**src/rtl/mmu_arbiter_pkg.sv**
```systemverilog
// Shared types for the MMU port arbiter: exception codes and arbiter FSM states.
package mmu_arbiter_pkg;

  typedef enum logic [1:0] {
    MMU_EXC_NONE         = 2'd0,
    MMU_EXC_PAGE_FAULT   = 2'd1,
    MMU_EXC_ACCESS_FAULT = 2'd2,
    MMU_EXC_MISALIGNED   = 2'd3
  } mmu_exception_e;

  typedef enum logic [1:0] {
    ARB_IDLE   = 2'd0,
    ARB_LOOKUP = 2'd1,
    ARB_RESP   = 2'd2
  } mmu_arb_state_e;

endpackage

```
**src/rtl/mmu_arbiter_rr_arbiter2.sv**
```systemverilog
// Combinational two-way round-robin grant; rr_i names the requester favoured on a tie.
module rr_arbiter2 (
  input  logic [1:0] valid_i,
  input  logic       rr_i,
  output logic [1:0] grant_o
);
  assign grant_o[0] = valid_i[0] & (~valid_i[1] | ~rr_i);
  assign grant_o[1] = valid_i[1] & (~valid_i[0] |  rr_i);
endmodule

```
**src/rtl/mmu_arbiter.sv**
```systemverilog
// Shares one MMU translation port between instruction fetch (port 0) and load/store (port 1).
module mmu_arbiter
  import mmu_arbiter_pkg::*;
#(
  parameter int unsigned PHYS_MEM_SIZE = 18,
  parameter int unsigned PAGESIZE      = 12,
  parameter int unsigned VADDR_SIZE    = 48,
  parameter int unsigned MMU_LATENCY   = 1
) (
  input  logic                             clk_in,
  input  logic                             rst_n_in,
  input  logic [1:0]                       req_valid_in,
  output logic [1:0]                       req_ready_out,
  input  logic [VADDR_SIZE-PAGESIZE-1:0]   req_vpn_in [2],
  output logic [1:0]                       resp_valid_out,
  input  logic [1:0]                       resp_ready_in,
  output logic [PHYS_MEM_SIZE-PAGESIZE-1:0] resp_pfn_out,
  output mmu_exception_e                   resp_exception_out,
  output logic [VADDR_SIZE-PAGESIZE-1:0]   mmu_vpn_out,
  input  logic [PHYS_MEM_SIZE-PAGESIZE-1:0] mmu_pfn_in,
  input  mmu_exception_e                   mmu_exception_in
);
  localparam int unsigned VPN_W = VADDR_SIZE - PAGESIZE;
  localparam int unsigned PFN_W = PHYS_MEM_SIZE - PAGESIZE;
  localparam int unsigned CNT_W = $clog2(MMU_LATENCY + 1);

  mmu_arb_state_e   state_q, state_d;
  logic             rr_q, rr_d;
  logic             owner_q, owner_d;
  logic [CNT_W-1:0] cnt_q, cnt_d;
  logic [VPN_W-1:0] vpn_q, vpn_d;
  logic [PFN_W-1:0] pfn_q, pfn_d;
  mmu_exception_e   exc_q, exc_d;
  logic [1:0]       resp_valid_q, resp_valid_d;
  logic [1:0]       grant;

  rr_arbiter2 u_rr_arbiter2 (
    .valid_i (req_valid_in),
    .rr_i    (rr_q),
    .grant_o (grant)
  );

  always_ff @(posedge clk_in or negedge rst_n_in) begin
    if (!rst_n_in) begin
      state_q      <= ARB_IDLE;
      rr_q         <= 1'b0;
      owner_q      <= 1'b0;
      cnt_q        <= '0;
      vpn_q        <= '0;
      pfn_q        <= '0;
      exc_q        <= MMU_EXC_NONE;
      resp_valid_q <= '0;
    end else begin
      state_q      <= state_d;
      rr_q         <= rr_d;
      owner_q      <= owner_d;
      cnt_q        <= cnt_d;
      vpn_q        <= vpn_d;
      pfn_q        <= pfn_d;
      exc_q        <= exc_d;
      resp_valid_q <= resp_valid_d;
    end
  end

  // Next-state logic; grant implies valid, so any grant in IDLE is a handshake.
  always_comb begin
    state_d       = state_q;
    rr_d          = rr_q;
    owner_d       = owner_q;
    cnt_d         = cnt_q;
    vpn_d         = vpn_q;
    pfn_d         = pfn_q;
    exc_d         = exc_q;
    resp_valid_d  = resp_valid_q;
    req_ready_out = '0;
    case (state_q)
      ARB_IDLE: begin
        req_ready_out = grant;
        if (|grant) begin
          vpn_d   = grant[1] ? req_vpn_in[1] : req_vpn_in[0];
          owner_d = grant[1];
          rr_d    = ~grant[1];
          cnt_d   = '0;
          state_d = ARB_LOOKUP;
        end
      end
      ARB_LOOKUP: begin
        cnt_d = cnt_q + CNT_W'(1);
        if (cnt_q == CNT_W'(MMU_LATENCY - 1)) begin
          exc_d        = mmu_exception_in;
          pfn_d        = (mmu_exception_in == MMU_EXC_NONE) ? mmu_pfn_in : '0;
          resp_valid_d = owner_q ? 2'b10 : 2'b01;
          state_d      = ARB_RESP;
        end
      end
      ARB_RESP: begin
        if (resp_ready_in[owner_q]) begin
          resp_valid_d = '0;
          state_d      = ARB_IDLE;
        end
      end
      default: state_d = ARB_IDLE;
    endcase
  end

  assign resp_valid_out     = resp_valid_q;
  assign resp_pfn_out       = pfn_q;
  assign resp_exception_out = exc_q;
  assign mmu_vpn_out        = vpn_q;

endmodule
```
**config.mk**
```make
export PLATFORM = sky130hd
export DESIGN_NAME = mmu_arbiter
export DESIGN_NICKNAME = d
export VERILOG_FILES = /design/src/rtl/mmu_arbiter_pkg.sv /design/src/rtl/mmu_arbiter_rr_arbiter2.sv /design/src/rtl/mmu_arbiter.sv
export SDC_FILE = /design/constraint.sdc
export NUM_CORES = 1
export LEC_CHECK = 0
export CAP_MARGIN = 20
export CORE_ASPECT_RATIO = 1.1
export CORE_MARGIN = 2
export CORE_UTILIZATION = 35
export CTS_CLUSTER_SIZE = 40
export DETAILED_ROUTE_END_ITERATION = 8
export PLACE_DENSITY_LB_ADDON = 0.25
export SYNTH_ARGS = -nofsm -noshare
export SYNTH_HDL_FRONTEND = slang
export SYNTH_SLANG_ARGS = --single-unit
```
**constraint.sdc**
```tcl
create_clock -name clk_in -period 1.9 [get_ports clk_in]
set_clock_uncertainty 0.1 [all_clocks]
set_input_delay 0.475 -clock clk_in [delete_from_list [all_inputs] [get_ports clk_in]]
set_output_delay 0.475 -clock clk_in [all_outputs]
set_load 0.02 [all_outputs]
```
==> flow_metrics.env <==
export IMPL_die_w_um=83.3
export IMPL_slowest_delay_ns=0.62
export IMPL_min_path_type="in -> async"
export IMPL_internal_power_mw=3.56
export IMPL_worst_setup_path_end_kind="primary output"
export IMPL_synthTopCellsByArea="dfrtp_1, o21ai_0, a31oi_1"
export IMPL_fmax_mhz=535
export IMPL_hold_slack_ns=0.0207
export IMPL_grt_ovfl_total=0
export IMPL_syn_area_per_cell_um2=9.64
export IMPL_io_buffers=133
export IMPL_rows=31
export IMPL_start_util_pct=36.5
export IMPL_final_util_pct=60.6
export IMPL_worstPathArrival_ns=1.29
export IMPL_min_period_over_period_pct=98.4
export IMPL_clk_pin_slew_ns=0.10
export IMPL_worst_pin_slew_ns=0.398
export IMPL_ant_nets=0
export IMPL_synth_warnings=0
export IMPL_clockPowerShare_pct=10.8
export IMPL_grt_pass1_wl_mm=12.4
export IMPL_drt_iter0_drc=81
export IMPL_cts_root_buf="clkbuf_8"
export IMPL_max_cap_violations=0
export IMPL_fin_total_pwr_mw=6.01
export IMPL_seq_power_share_pct=32.1
export IMPL_antenna_found_initial=1
export IMPL_setup_viol=0
export IMPL_critPathKind="reg -> out"
export IMPL_holdBufCountCts=0
export IMPL_fin_cells=470
export IMPL_cp_max_fo=2
export IMPL_die_area_um2=7590
export IMPL_critical_path_top_delay_family="buffers and inverters"
export IMPL_relSlewSlack_pct=73.4
export IMPL_synth_seq_cells=51
export IMPL_syn_to_final_growth_pct=66.3
export IMPL_yosysSeqAreaShare_pct=52.8
export IMPL_comb_power_share_pct=57.1
export IMPL_hpwl_mm=5.32
export IMPL_synth_ff_type="dfrtp_1"
export IMPL_grt_pass1_vias=2555
export IMPL_totalWireLength_mm=7.56
export IMPL_synthArstFlopShare_pct=100
export IMPL_synth_area_um2=2420
export IMPL_ys_top_cells_by_count="dfrtp_1, o21ai_0, nand3_1"
export IMPL_cts_htree_levels=2
export IMPL_drv_slew=0
export IMPL_synth_cells=251
export IMPL_gp_congestion=0.756
export IMPL_r2r_slack_ns=0.25
export IMPL_die_y_um=91.2
export IMPL_post_drt_wl_per_cell_um=16.1
export IMPL_drtPass1Iterations=4
export IMPL_drive_above_1_share_pct=10.3
export IMPL_layout_nets=472
export IMPL_setup_slack_ns=0.0301
export IMPL_io_pins=134
export IMPL_track_usage_pct=20.0
export IMPL_synth_top_area_share_pct=52.8
export IMPL_vias_per_cell=5.31
export IMPL_synth_area_leader_cell="dfrtp_1"
export IMPL_dp_cells=461
export IMPL_yosysMostFrequentCell="dfrtp_1"
export IMPL_pre_cts_ws_ns=-0.540
export IMPL_swShare_pct=40.7
export IMPL_cts_buffer_depth=2
export IMPL_finalHoldViolCount=0
export IMPL_switchingPower_mw=2.45
export IMPL_cts_tree="done"
export IMPL_critical_path_required_ns=1.32
export IMPL_slowest_stage="clkdlybuf4s50_1"
export IMPL_status="complete, no violations"
export IMPL_ys_types=28
export IMPL_fill_cells=600
export IMPL_irDropWorstVdd_v=0.000713
export IMPL_clkLatencyLatePin_ns=0.31
export IMPL_synth_edf_count=0
export IMPL_numClockSinks=51
export IMPL_vias=2497
export IMPL_cp_start_kind="flop"
export IMPL_finalCriticalPeriod_ns=1.87
export IMPL_core_area_um2=6630
export IMPL_crit_buf_inv=1
export IMPL_leakage_nw=1.71
export IMPL_numCtsBuffers=5
export IMPL_synth_nets=337
export IMPL_grt_max_degree=52
export IMPL_rsz0062_at_grt="false"
export IMPL_power_density_nw_per_um2=1490
export IMPL_drcViolationCount=0
export IMPL_cp_cell_sequence="clkdlybuf4s50_1"
## logic make-up after synthesis
group	share of synthesized area (%)
AO/OA/AOI/OAI	27.8
AND/OR/NAND/NOR	11.0
multiplexers	1.66
buffers and inverters	6.73
flip-flops	52.8
## power by group through the flow
stage | combinational [mW] | sequential, mW | clock [mW]
2_1_floorplan | 1.24 | 2.53 | 0
3_3_place_gp | 3.44 | 1.94 | 0
3_5_place_dp | 3.48 | 1.95 | 0
4_1_cts | 3.48 | 1.94 | 0.665
5_1_grt | 3.69 | 2.00 | 0.698
6_report | 3.43 | 1.93 | 0.650
## sequential cells by signal (all words and copies together), names as in the netlist
register            count
cnt_q                   1
mmu_vpn_out            36
owner_q                 1
resp_exception_out      2
resp_pfn_out            6
resp_valid_out          2
rr_q                    1
state_q                 2
## layer usage
| metal | global-route usage [%] | share of wire [%] |
|---|---|---|
| met1 | 25.2 | 42 |
| met2 | 33.1 | 49 |
| met3 | 5.82 | 6.6 |
| met5 | 0 | 0 |
| met4 | 6.15 | 1.7 |
## worst paths after layout
kind,from,end,depth (start not counted)
worst max-delay path,mmu_vpn_out[19]$_DFFE_PN0P_,mmu_vpn_out[19],1
min in group clk_in,resp_pfn_out[0]$_DFFE_PN0P_,resp_pfn_out[0]$_DFFE_PN0P_,2
worst min register to register,resp_pfn_out[0]$_DFFE_PN0P_,resp_pfn_out[0]$_DFFE_PN0P_,2
max in group asynchronous,rst_n_in,cnt_q$_DFFE_PN0P_,2
worst min-delay path,rst_n_in,mmu_vpn_out[34]$_DFFE_PN0P_,2
worst max register to register,state_q[1]$_DFFE_PN0P_,resp_exception_out[0]$_DFFE_PN0P_,4
## cell usage in the layout, fill, tap and decap left out, types with 2 or more instances in the layout
master | netlist | layout
buf_4 | 2 | 18
buf_12 | 0 | 3
o21ai_0 | 34 | 34
dlygate4sd2_1 | 0 | 2
a221o_1 | 9 | 9
inv_1 | 5 | 5
o22ai_1 | 2 | 2
clkbuf_8 | 0 | 5
o21bai_1 | 2 | 2
a21oi_1 | 27 | 27
clkdlybuf4s50_1 | 0 | 116
nand2_1 | 16 | 16
a31oi_1 | 27 | 27
a21boi_0 | 9 | 9
dlymetal6s2s_1 | 0 | 12
mux2_4 | 2 | 2
buf_2 | 7 | 3
clkinvlp_4 | 0 | 2
nand3_1 | 28 | 28
dfrtp_1 | 51 | 51
and3_4 | 1 | 2
## area by class of cell
class | instances | area [um2] | share of cell area, %
Clock inverter | 3 | 20.0 | 0.498
Tap cell | 82 | 103 | 2.55
Clock buffer | 5 | 68.8 | 1.71
Sequential cell | 51 | 1280 | 31.7
Timing Repair Buffer | 154 | 1540 | 38.3
Antenna cell | 1 | 2.50 | 0.0622
Inverter | 5 | 18.8 | 0.467
Multi-Input combinational cell | 169 | 995 | 24.7
## per-stage QoR
stage / TNS, ns / area (um2)
2_1_floorplan: 0 / 2420
3_3_place_gp: -8.93 / 3910
3_5_place_dp: -9.63 / 3910
4_1_cts: 0 / 3990
5_1_grt: 0 / 4020
6_report: 0 / 4020
## repair_timing
action	CTS	global route
setup endpoints to repair	2	13
gates resized for setup	10	13
pin swaps	0	0
setup buffers	0	0
Note: power is estimated with default switching activity, not from simulation.
